$ cat src/rtl/mdio_pkg.sv
// mdio_pkg: shared MDIO frame constants, FSM encoding and field positions
package mdio_pkg;
  typedef enum logic [2:0] {S_PRE, S_ST, S_OP, S_ADDR, S_TA, S_DATA} state_t;
  localparam logic [1:0] OP_WRITE = 2'b01;
  localparam logic [1:0] OP_READ  = 2'b10;
  localparam logic [1:0] ST       = 2'b01;
  localparam logic [1:0] TA_WRITE = 2'b10;
  localparam int PHY_MSB  = 27;
  localparam int REG_MSB  = 22;
  localparam int DATA_MSB = 15;
endpackage

$ cat src/rtl/mdio_sync_edge.sv
// mdio_sync_edge: synchronizes MDC and the resolved MDIO line, strobing once per MDC rise
module mdio_sync_edge (
  input  logic clk,
  input  logic reset,
  input  logic mdc,
  input  logic line,
  output logic sample_stb,
  output logic sample_bit
);
  logic [2:0] mdc_s;
  logic [1:0] line_s;
  always_ff @(posedge clk or negedge reset)
    if (!reset) begin
      mdc_s  <= '0;
      line_s <= '0;
    end else begin
      mdc_s  <= {mdc_s[1:0], mdc};
      line_s <= {line_s[0], line};
    end
  // line_s[1] is aligned with mdc_s[1], so the bit is taken at the synchronized rise
  assign sample_stb = mdc_s[1] & ~mdc_s[2];
  assign sample_bit = line_s[1];
endmodule

$ cat src/rtl/mdio_frame_decoder.sv
// mdio_frame_decoder: passive MDIO listener rebuilding management frames and flagging protocol errors
module mdio_frame_decoder
  import mdio_pkg::*;
#(
  parameter int PREAMBLE_MIN = 32
) (
  input  logic        clk,
  input  logic        reset,
  input  logic        mdc,
  input  logic        mdio_out,
  input  logic        mdio_oe,
  input  logic        mdio_in,
  output logic [31:0] frame,
  output logic [4:0]  phy_addr,
  output logic [4:0]  reg_addr,
  output logic [15:0] data,
  output logic        is_read,
  output logic        frame_valid,
  output logic        err_op,
  output logic        err_ta,
  output logic        busy,
  output logic [7:0]  frame_count
);
  localparam int PW = $clog2(PREAMBLE_MIN + 1);
  localparam logic [PW-1:0] PMAX = PW'(PREAMBLE_MIN);
  state_t state, state_n;
  logic stb, b, rd, rd_n, done, bad_op, bad_ta;
  logic [PW-1:0] pre, pre_n;
  logic [4:0] idx;
  logic [30:0] sh;
  logic [31:0] word;
  logic [1:0] pair;
  mdio_sync_edge u_sync (
    .clk       (clk),
    .reset     (reset),
    .mdc       (mdc),
    .line      (mdio_oe ? mdio_out : mdio_in),
    .sample_stb(stb),
    .sample_bit(b)
  );
  assign word = {sh, b};
  assign pair = word[1:0];
  assign busy = state != S_PRE;
  // idx counts frame bits already captured; the ST-entry zero is bit 0
  always_comb begin
    state_n = state;
    pre_n   = pre;
    rd_n    = rd;
    done    = 1'b0;
    bad_op  = 1'b0;
    bad_ta  = 1'b0;
    if (stb) begin
      pre_n = '0;
      case (state)
        S_PRE:
          if (b) pre_n = (pre == PMAX) ? pre : pre + PW'(1);
          else if (pre == PMAX) state_n = S_ST;
        S_ST: state_n = (pair == ST) ? S_OP : S_PRE;
        S_OP:
          if (idx == 5'd3) begin
            bad_op  = pair != OP_WRITE && pair != OP_READ;
            rd_n    = pair == OP_READ;
            state_n = bad_op ? S_PRE : S_ADDR;
          end
        S_ADDR: if (idx == 5'd13) state_n = S_TA;
        S_TA:
          if (idx == 5'd15) begin
            bad_ta  = rd ? b : pair != TA_WRITE;
            state_n = bad_ta ? S_PRE : S_DATA;
          end
        default:
          if (idx == 5'd31) begin
            done    = 1'b1;
            state_n = S_PRE;
          end
      endcase
    end
  end
  always_ff @(posedge clk or negedge reset)
    if (!reset) begin
      state       <= S_PRE;
      pre         <= '0;
      rd          <= 1'b0;
      idx         <= '0;
      sh          <= '0;
      frame       <= '0;
      phy_addr    <= '0;
      reg_addr    <= '0;
      data        <= '0;
      is_read     <= 1'b0;
      frame_valid <= 1'b0;
      err_op      <= 1'b0;
      err_ta      <= 1'b0;
      frame_count <= '0;
    end else begin
      state       <= state_n;
      pre         <= pre_n;
      rd          <= rd_n;
      frame_valid <= done;
      err_op      <= bad_op;
      err_ta      <= bad_ta;
      if (stb) begin
        sh  <= word[30:0];
        idx <= (state == S_PRE) ? 5'd1 : idx + 5'd1;
      end
      if (done) begin
        frame       <= word;
        phy_addr    <= word[PHY_MSB -: 5];
        reg_addr    <= word[REG_MSB -: 5];
        data        <= word[DATA_MSB -: 16];
        is_read     <= rd;
        frame_count <= frame_count + 8'd1;
      end
    end
endmodule
$ cat config.mk
export PLATFORM = sky130hd
export DESIGN_NAME = mdio_frame_decoder
export DESIGN_NICKNAME = d
export VERILOG_FILES = /design/src/rtl/mdio_pkg.sv /design/src/rtl/mdio_sync_edge.sv /design/src/rtl/mdio_frame_decoder.sv
export SDC_FILE = /design/constraint.sdc
export NUM_CORES = 1
export LEC_CHECK = 0
export ABC_AREA = 0
export BUFFER_PORTS_ARGS = -buffer_cell sky130_fd_sc_hd__buf_2
export CORE_ASPECT_RATIO = 0.7
export CORE_MARGIN = 5
export CORE_UTILIZATION = 59
export CTS_CLUSTER_SIZE = 12
export DETAILED_ROUTE_END_ITERATION = 8
export GPL_TIMING_DRIVEN = 0
export PLACE_DENSITY = 0.94
export SYNTH_ARGS = -nofsm -noshare
export SYNTH_HDL_FRONTEND = slang
export SYNTH_SLANG_ARGS = --single-unit
$ cat constraint.sdc
create_clock -name clk -period 3.4 [get_ports clk]
set_input_delay 0.17 -clock clk [delete_from_list [all_inputs] [get_ports clk]]
set_output_delay 0.17 -clock clk [all_outputs]
set_load 0.005 [all_outputs]
==> flow_summary.toml <==
[run_status]
run_status = "complete, no violations"

[clock_tree]
cts_max_level = 3
cts_resized = 0
clk_pin_slew_worst_paths_ns = 0.09
cts_tree = "built"
cts-root-buf = "clkbuf_8"
cts.path.max_buffers = 2
cts_post_setup_buffers_inserted = 0
clock_latency_ns = 0.36
numCtsBuffers = 9
cts.sinks = 95
cts_hold_buffers = 2

[synth]
ys.warnings.count = 0
synth_cell_type_count = 45
syn_area_per_cell_um2 = 11.04
synth-edff-count = 0
synthesis.instances = 377
yosysTopAreaCell = "dfrtp_1"
async_reset_ff_share_pct = 100.0
syn_nets = 392
synth.top_cells.by_area = "dfrtp_1 57%, nand2_1 9.6%, mux2_2 9.5%"
ys.flop_type = "dfrtp_1"
synth_seq_cells = 95
ys_seq_area_share_pct = 57.14
synthesis.area_um2 = 4160
synth_top_area_share_pct = 57.14

[timing]
timing.final.crit_share_pct = 67.77
setup-tns-final_ns = 0
setup_violations = 0
timing.final.ws_setup_ns = 1.096
fmax_ghz = 0.4340
finalHoldViolCount = 0
hold_slack_ns = 0.04347
relSlewSlack_pct = 48.60
clock_skew_ns = 0.009288
fin_crit_ns = 2.304
rsz0062_at_grt = "false"
worst_slew_pin_slew_ns = 0.7640
slew_violations = 0

[setup_path]
crit_family = "buffers and inverters"
worstSetupEndpointType = "register"
start_kind = "register"
crit_top_cell = "ha_1"
cp_cell_sequence = "ha_1, and3_1, ha_1, nand2_1, nor3_2, buf_2, buf_4, mux2_2"
critical_path.max_fanout = 10
critPathRequiredTime_ns = 3.64
cp_slowest_cell = "dfrtp_1"
slowest_delay_ns = 0.42
crit_buf_inv = 2
path_class = "register to register"
crit_arrival_ns = 2.55

[finish]
layout_commonest_cell = "nand2_1"
antennaDiodeCount = 0
seq_area_um2 = 2377
area_growth_pct = 17.53
final_cell_mix = "106 x nand2_1, 95 x dfrtp_1, 80 x buf_2, 35 x mux2_2, 29 x buf_4"
multi_input_area_um2 = 1465
num-nets-final = 482
nFillCells = 498
drive_gt1_share_pct = 36.44

[detailed_routing]
drc = 0
first_iter_violations = 157
detail_route.wl_per_cell_um = 14.81
drt_wl_total_um = 8382
via_count = 2979
antenna_left = 0
first_pass_iters = 4
viasPerCell = 5.263

[pwr]
p_switching_w = 0.0005195
pwr-share-clk_pct = 33.7
power_frac_comb_pct = 6.3
peakVddDrop_mv = 0.3178
power_density_nw_per_um2 = 415.7
power_frac_seq_pct = 60.0
leakage_nw = 2.758
swShare_pct = 25.56
p_int_w = 0.001513

[die]
ios = 77
die_width_um = 110.4
initial_core_util_pct = 61.01
num_rows = 25
fp.coreArea_um2 = 6819
die_area_um2 = 8857
dieHeight_um = 80.26

[grt]
globalRouteTotalUtil_pct = 20.68
grt.overflow.total = 0
grt_max_degree = 65
grt_pass1_wl_um = 14160
grt_pass1_vias = 2907
grt_antenna_before_repair = 0

[placed_design]
hpwl_um = 6015
gp_congestion = 0.8400
port_buffers = 76
dp_worst_setup_slack_ns = 1.118

[min_path]
hold_class = "input pin to register"

[flow_run]
cap_violations = 0
-- state kept, by name, summed over array words and instances (netlist names) --
name           cells
is_read            1
state              3
frame             32
pre                6
frame_count        8
u_sync.line_s      2
sh                31
idx                5
rd                 1
err_ta             1
frame_valid        1
u_sync.mdc_s       3
err_op             1
-- final cells by class --
class	count	share of cell area, %
Sequential cell	95	48.62
Multi-Input combinational cell	229	29.96
Timing Repair Buffer	79	8.802
Buffer	43	5.732
Clock buffer	11	2.892
Tap cell	94	2.405
Clock inverter	5	0.8188
Inverter	10	0.7677
-- per-stage QoR --
step | total power (W) | area [um^2] | instances | utilization (%)
floorplan | 0.001304 | 4160 | 377 | -
global placement | 0.001350 | 4658 | 547 | 68.31
detailed placement | 0.001367 | 4688 | 548 | 68.75
CTS | 0.002048 | 4890 | 566 | 71.71
global route | 0.002134 | 4890 | 566 | 71.71
finish | 0.002033 | 4890 | 566 | 71.71
-- path summary, 6_finish.rpt --
path,from,to,slack (ns),cells after the start
min in group asynchronous,reset,frame[14],0.29,2
hold reg to reg,u_sync.line_s[0],u_sync.line_s[1],0.36,0
hold / removal,mdio_out,u_sync.line_s[0],0.04,2
setup / recovery,idx[0],frame[7],1.10,8
max in group asynchronous,reset,sh[5],2.46,3
setup reg to reg,idx[0],frame[7],1.10,8
-- routing by layer --
metal  global-route usage (%)  share of wire (%)
met5                        0                  0
met3                    5.703                5.6
met4                    5.412                1.1
met2                    32.32                 50
met1                    28.66                 43
-- power by group through the flow --
stage / sequential [W] / clock (W) / combinational [W]
2_1_floorplan: 0.00123 / 0 / 0.0000784
3_3_place_gp: 0.00124 / 0 / 0.000115
3_5_place_dp: 0.00124 / 0 / 0.000128
4_1_cts: 0.00122 / 0.000700 / 0.000129
5_1_grt: 0.00123 / 0.000759 / 0.000149
6_report: 0.00122 / 0.000685 / 0.000128
-- logic make-up (layout without fill, tap and decap cells) --
| family | Yosys count | count (layout) | share of synthesized area, % |
|---|---|---|---|
| AOI/OAI and AO/OA | 32 | 32 | 5.324 |
| xor gates and xnor gates | 7 | 7 | 1.474 |
| adders and majority gates | 9 | 9 | 2.707 |
| buffers and inverters | 53 | 148 | 7.639 |
| DFF | 95 | 95 | 57.14 |
| muxes | 38 | 38 | 10.23 |
| and+or+nand+nor | 143 | 143 | 15.49 |
-- cell usage after synthesis, types with 2 or more instances --
| library cell | number |
|---|---|
| nand2_1 | 106 |
| dfrtp_1 | 95 |
| mux2_2 | 35 |
| buf_4 | 28 |
| o21ai_0 | 12 |
| inv_1 | 10 |
| ha_1 | 9 |
| clkbuf_1 | 8 |
| nand3_1 | 7 |
| buf_2 | 5 |
| nor2_1 | 5 |
| xnor2_1 | 5 |
| a21oi_1 | 3 |
| and3_1 | 3 |
| nand4_1 | 3 |
| nor3_1 | 3 |
| o21ai_2 | 3 |
| o31ai_1 | 3 |
| or3_1 | 3 |
| a31oi_1 | 2 |
| mux2i_1 | 2 |
| nand2b_1 | 2 |
| or4b_4 | 2 |
| xor2_1 | 2 |
Power figures use the tool's default switching activity.
